--- src/rtl/fetch_unit.sv ---
// Instruction fetch stage: holds the fetch PC and the IF/ID pipeline register.
// Decode can stall it or redirect it on a taken branch or jump; a bad target raises a sticky error.
module fetch_unit #(
    parameter logic [31:0] RESET_PC   = 32'h0000_0000,
    parameter int          IMEM_WORDS = 1024
) (
    input  logic        Clk,
    input  logic        Reset,
    input  logic        Stall,
    input  logic        BranchTaken,
    input  logic [31:0] BranchTarget,
    input  logic        Jump,
    input  logic [25:0] JumpIndex,
    input  logic [31:0] InstReg,
    output logic [31:0] Pc,
    output logic [31:0] IfIdInst,
    output logic [31:0] IfIdPcPlus4,
    output logic        IfIdValid,
    output logic        AddrError
);

    // The mask keeps a word-aligned address inside instruction memory (IMEM_WORDS is a power of two).
    localparam logic [32:0] MEM_BYTES = 33'(IMEM_WORDS) << 2;
    localparam logic [31:0] ADDR_MASK = 32'(MEM_BYTES - 33'd4);

    logic [31:0] pc_plus4;
    logic [31:0] seq_next;
    logic [31:0] jump_target;
    logic [31:0] redirect_raw;
    logic [31:0] redirect_pc;
    logic        redirect;
    logic        redirect_bad;

    assign pc_plus4     = Pc + 32'd4;
    assign seq_next     = pc_plus4 & ADDR_MASK;
    assign jump_target  = {IfIdPcPlus4[31:28], JumpIndex, 2'b00};
    assign redirect     = BranchTaken | Jump;
    // A branch always beats a simultaneous jump, so only the winner's target is checked.
    assign redirect_raw = BranchTaken ? BranchTarget : jump_target;
    assign redirect_pc  = redirect_raw & ADDR_MASK;
    assign redirect_bad = (redirect_raw[1:0] != 2'b00) || ({1'b0, redirect_raw} >= MEM_BYTES);

    always_ff @(posedge Clk) begin
        if (Reset) begin
            Pc          <= RESET_PC;
            IfIdInst    <= 32'h0;
            IfIdPcPlus4 <= 32'h0;
            IfIdValid   <= 1'b0;
            AddrError   <= 1'b0;
        end else if (redirect) begin
            // Redirects flush IF/ID even while stalled, leaving one bubble.
            Pc          <= redirect_pc;
            IfIdInst    <= 32'h0;
            IfIdPcPlus4 <= 32'h0;
            IfIdValid   <= 1'b0;
            if (redirect_bad)
                AddrError <= 1'b1;
        end else if (!Stall) begin
            Pc          <= seq_next;
            IfIdInst    <= InstReg;
            IfIdPcPlus4 <= pc_plus4;
            IfIdValid   <= 1'b1;
        end
    end

endmodule

--- config.mk ---
export PLATFORM = sky130hd
export DESIGN_NAME = fetch_unit
export DESIGN_NICKNAME = d
export VERILOG_FILES = /design/src/rtl/fetch_unit.sv
export SDC_FILE = /design/constraint.sdc
export NUM_CORES = 1
export LEC_CHECK = 0
export CORE_UTILIZATION = 36
export CTS_BUF_LIST = sky130_fd_sc_hd__clkbuf_4
export CTS_CLUSTER_SIZE = 20
export DETAILED_ROUTE_END_ITERATION = 8
export PLACE_DENSITY = 0.83
export SETUP_SLACK_MARGIN = 0.5
export SYNTH_ARGS = -nofsm -noshare
export SYNTH_HDL_FRONTEND = slang
export SYNTH_SLANG_ARGS = --single-unit
--- constraint.sdc ---
create_clock -name Clk -period 1.8 [get_ports Clk]
set_clock_uncertainty 0.2 [all_clocks]
set_input_delay 0.36 -clock Clk [delete_from_list [all_inputs] [get_ports Clk]]
set_output_delay 0.36 -clock Clk [all_outputs]
set_load 0.05 [all_outputs]
# Yosys cells after proc, flatten, opt, wreduce, memory -nomap -nowiden
# Cells that the tools add are included.
dict set report word_totals {
  ff_bits 76
  latchBits 0
  ramBits 0
  rom_bits 0
  inputBits 95
  out_inout_bits 98
  wordCells 16
  memories 0
}
dict set report classes {
  addsub 1
  n_mul 0
  div_mod_pow 0
  magnitude_cmp 1
  eq_ne 1
  shift 0
  muxes 3
  n_bitwise 1
  reduce_logical 4
}
# operator count
set ops {}
lappend ops {{32-bit by 13-bit >= comparator with 1-bit output, second input constant} 1}
lappend ops {{32-bit two-way mux} 1}
lappend ops {{12-bit two-way mux} 2}
lappend ops {{12-bit by 3-bit adder with 13-bit output, second input constant} 1}
lappend ops {{2-bit by 1-bit != test with 1-bit output, second input constant} 1}
lappend ops {{2-bit AND reduction} 1}
lappend ops {{2-bit nonzero test} 1}
lappend ops {{2-bit OR reduction} 1}
lappend ops {{1-bit logical OR} 1}
lappend ops {{1-bit bitwise OR} 1}

# Longest topological paths before layout
dict set report depth {
  word_depth 4
  mapped_depth 6
  ltp_nobuf 5
}

# Worst setup path after synthesis
# Ideal clock, no wire load.
dict set report synth_path {
  kind {reg-to-reg}
  startpoint {register Pc[2]}
  endpoint {register Pc[10]}
  setup_ps 76
  arrival_time_ps 1727
  required_time_ps 1524
  path_slack_ps -202
  stages_incl_launch_ff 6
  n_path_buf 0
  period_less_slack_ps 2002
  cell_sequence {dfxtp_1 > ha_1 > and4_1 > nand4_1 > xor2_1 > o22ai_1}
}
dict set report synth_between {
  elab_chain_len 3
}
# item line
set synth_lines {}
lappend synth_lines {{from (decl)} 15} ;# output logic [31:0] Pc,
lappend synth_lines {{from (signal assigned)} 52} ;# Pc <= redirect_pc;
lappend synth_lines {{from (signal assigned)} 59} ;# Pc <= seq_next;
lappend synth_lines {{12-bit by 3-bit adder with 13-bit output} 34} ;# assign pc_plus4 = Pc + 32'd4;
lappend synth_lines {{12-bit two-way mux} 58} ;# end else if (!Stall) begin
lappend synth_lines {{12-bit two-way mux} 50} ;# end else if (redirect) begin
# Every way passes these cells. The select of a mux whose other input is x is not followed.
# A chain may end at the register's enable or synchronous reset.

# Worst setup path after layout
dict set report layout_path {
  startpoint {register Pc[2]}
  endpoint {output port Pc[2]}
}
# No word-level cell between the ends.

==> impl_results.md <==
* Outcome: finished, final reports clean
* First-pass GRT wire length at around 14000 um
* Worst EP required at 1240 ps
* Net count, final at roughly 600
* Leakage at approximately 2.3 nW
* Core Footprint at between 0.007 and 0.008 mm^2
* Fraction of the mapped netlist area in simple logic gates at a little under a fifth
* Most used flip-flop cell after synthesis: sky130_fd_sc_hd__dfxtp_1
* Number of synthesized flops with an enable pin at 0
* Clock tree from TritonCTS: built
* Number of storage elements in the synthesis netlist at between 50 and 60
* Dominant combinational cell family by area after synthesis: simple AND/OR/NAND/NOR gates
* Diodes inserted at 0
* Number of buffer and inverter stages on the critical path at 2
* Most frequent CP cell: sky130_fd_sc_hd__buf_12
* Post-DP HPWL at just under 6000 um
* Yosys Warn Count at 0
* Remaining DRCs at 0
* Library cells used by synthesis at 39
* Unrepaired setup endpoints after global routing: true
* Worst Path Max Fanout at 4
* Number of global-route vias before repair at 2898
* CP arrival at around 1000 ps
* Clock-pin slew of the registers on the worst-case setup and hold paths at 160 ps
* Global Route Usage Sum at roughly a fifth
* Vert. Die Dim at between 80 and 90 um
* Root buffer cell: sky130_fd_sc_hd__clkbuf_4
* Starting DRT DRC Count at a little under 70
* Cell class contributing the biggest share of worst-path delay: flip-flops
* Final Instance Count excl. Fillers at 600
* Post-synthesis sequential area ratio at 39.7%
* Hold Crit Class: input pin to flip-flop
* Max stage delay on crit path at approximately 400 ps
* Maximum number of pins on one net before global-route repair at 30
* Row count at 31
* Fill cells at approximately 510
* H-tree level count at 2
* Layout cells sized above 1 at approximately 45%
* Count of endpoints failing setup in the final report at 0
* Post-Syn Instances at approximately 300
* Cell area after placement at 0.00445 mm^2
* Ratio of routed vias to standard cells at 4.68
* Power per cell area at 533 mW/mm^2
* Final-report hold violation count at 0
* Design Area, Final at ~0.0054 mm^2
* IO Port Bufs at approximately 150
* Area of the die at a little over 0.008 mm^2
* Class of the most critical setup path: flip-flop to output pin
* Worst hold slack across all endpoints at 224 ps
* Startpoint type of the worst setup path: flip-flop
* Crit path time final at between 1500 and 2000 ps
* Layout Utilization at 73.7%
* Synthesized-area fraction occupied by adder cells at less than 1%
* Number of top-level pins at about 190
* Weighted congestion reported at the end of routability-driven placement at about 0.89
* Max-slew violation count at 0
* Complex-gate fraction of the synthesized area at 8.12%
* TritonCTS sink count at 55
* Routed wirelength normalized by instance count at around 15 um
* Total of max-cap violations at 0
* Post-synthesis mux area share at 13.4%
* Avg Inst Size Synth at between 9 and 10 um^2
* Total wirelength of the detailed-routed design at 8840 um
* Worst setup EP type: output pin
* Top achievable clock speed at between 600 and 700 MHz
* Horizontal die dimension at about 90 um
* Number of optimization iterations in the first detailed-route pass at 4
* Aggregate global routing overflow at 0
* Antenna Violating Nets Remaining at 0
* Max Root-Sink Buffers at 2
* Effective utilization at floorplan at between 30% and 40%
* Async S/R FF share, synth at 0%
* Final TNS setup at 0 ps
* Maximum VDD drop at 0.000333 V
* Placed cell count at around 550
* Final cycle utilization of the critical path at around nine tenths
* Cell area after synthesis at ~0.0028 mm^2
* Overall via count from detail_route at 2808
* Critical-path cell with the highest stage delay: sky130_fd_sc_hd__dfxtp_4
* Antenna violations before repair at 0
* Post-synthesis share of cell area spent on xor and xnor gates at between 3 and 4%
* Clk Latency, worst-skew pair at roughly 370 ps
* Worst-path cell chain: buf_12 > buf_12
* Number of buffers created by CTS at 5
* FF-to-FF setup slack at around 200 ps
* Area Growth Syn to Fin at 95.0%
[cell usage after synthesis, drive strengths merged (4+ instances only)]
cell type / number / area share, %
nor3: 6 / 1.4
a22oi: 4 / 1.1
nand2: 15 / 2.1
nand3: 8 / 1.6
nor4: 9 / 2.3
a21oi: 13 / 2.3
xor2: 5 / 1.6
clkbuf: 5 / 0.68
xnor2: 7 / 2.2
o21ai: 11 / 2.0
buf: 55 / 15
nor2: 50 / 7.7
mux2i: 37 / 13
dfxtp: 55 / 40
nand3b: 4 / 1.1
o22ai: 5 / 1.1
[worst reg2reg max path, delay by kind of cell, from the launching register on]
| family | cells | cell delay, ps |
|---|---|---|
| flip-flops | 1 | 420 |
| XOR/XNOR | 1 | 220 |
| AND/OR/NAND/NOR | 2 | 390 |
| AO/OA/AOI/OAI | 1 | 100 |
| adder cells (fa/ha/maj) | 1 | 150 |
[cells by family after synthesis]
logic type | Yosys count
AO/OA/AOI/OAI | 38
XOR/XNOR | 12
adder cells (fa/ha/maj) | 1
buffers and inverters | 62
flip-flops | 55
multiplexers | 37
other | 1
AND/OR/NAND/NOR | 101
[where the power goes]
group / total (mW) / switching [mW] / internal, mW
sequential: 1.31 / 0.0526 / 1.25
combinational: 1.02 / 0.554 / 0.470
clock: 0.553 / 0.385 / 0.168
total: 2.88 / 0.991 / 1.89
[flip-flops by register name (all words and copies together), names as in the netlist]
signal / count
IfIdInst: 32
Pc: 10
AddrError: 1
IfIdValid: 1
IfIdPcPlus4: 11
[layout make-up]
| cell class | count | area (um^2) | share of cell area, % |
|---|---|---|---|
| tap | 99 | 124 | 2.29 |
| clock inverter | 2 | 12.5 | 0.231 |
| sequential | 55 | 1200 | 22.1 |
| timing repair buffer | 204 | 2380 | 44.0 |
| clock buffer | 6 | 45.0 | 0.833 |
| multi-input combinational | 232 | 1640 | 30.2 |
| inverter | 2 | 11.3 | 0.208 |
[timing repair]
action | in CTS | in global routing
buffers inserted | 29 | 10
hold buffers | 0 | 0
cloned | 2 | 0
endpoints found under the setup margin | 110 | 87
resized for setup | 149 | 38
pin swaps | 32 | 19
[per-stage QoR]
step           total power [mW]  worst slack, ps
2_1_floorplan              1.91              233
3_3_place_gp               2.20             -179
3_5_place_dp               2.21             -221
4_1_cts                    2.82              190
5_1_grt                    2.99              155
6_report                   2.88              195
[layer usage]
metal / track usage (%) / wire length (um)
met2: 39.8 / 4880
met1: 22.5 / 3290
met3: 3.72 / 473
met5: 0 / 0
met4: 8.88 / 196
[path summary, 6_finish.rpt]
check                         start                     end  cells past startpoint
max              Pc[2]$_SDFFE_PP0P_                   Pc[2]                      2
min                   JumpIndex[15]  AddrError$_SDFFE_PP0P_                      5
max reg2reg      Pc[2]$_SDFFE_PP0P_     Pc[10]$_SDFFE_PP0P_                      5
min reg2reg  IfIdValid$_SDFFE_PP0N_  IfIdValid$_SDFFE_PP0N_                      1
[cells in the final DEF, fill, tap and decap left out, types with 6 or more instances in the layout]
cell type,netlist,final
sky130_fd_sc_hd__dfxtp_4,0,11
sky130_fd_sc_hd__buf_4,46,37
sky130_fd_sc_hd__dfxtp_2,0,44
sky130_fd_sc_hd__dlygate4sd2_1,0,17
sky130_fd_sc_hd__nand2_1,14,13
sky130_fd_sc_hd__buf_6,3,18
sky130_fd_sc_hd__buf_8,0,27
sky130_fd_sc_hd__mux2i_1,37,37
sky130_fd_sc_hd__clkbuf_4,0,7
sky130_fd_sc_hd__clkdlybuf4s50_1,0,72
sky130_fd_sc_hd__nor2_1,40,31
sky130_fd_sc_hd__buf_12,0,26
sky130_fd_sc_hd__a21oi_1,13,13
sky130_fd_sc_hd__conb_1,1,43
sky130_fd_sc_hd__o21ai_0,9,6
sky130_fd_sc_hd__nor2_2,10,17
Power figures use the tool's default switching activity.
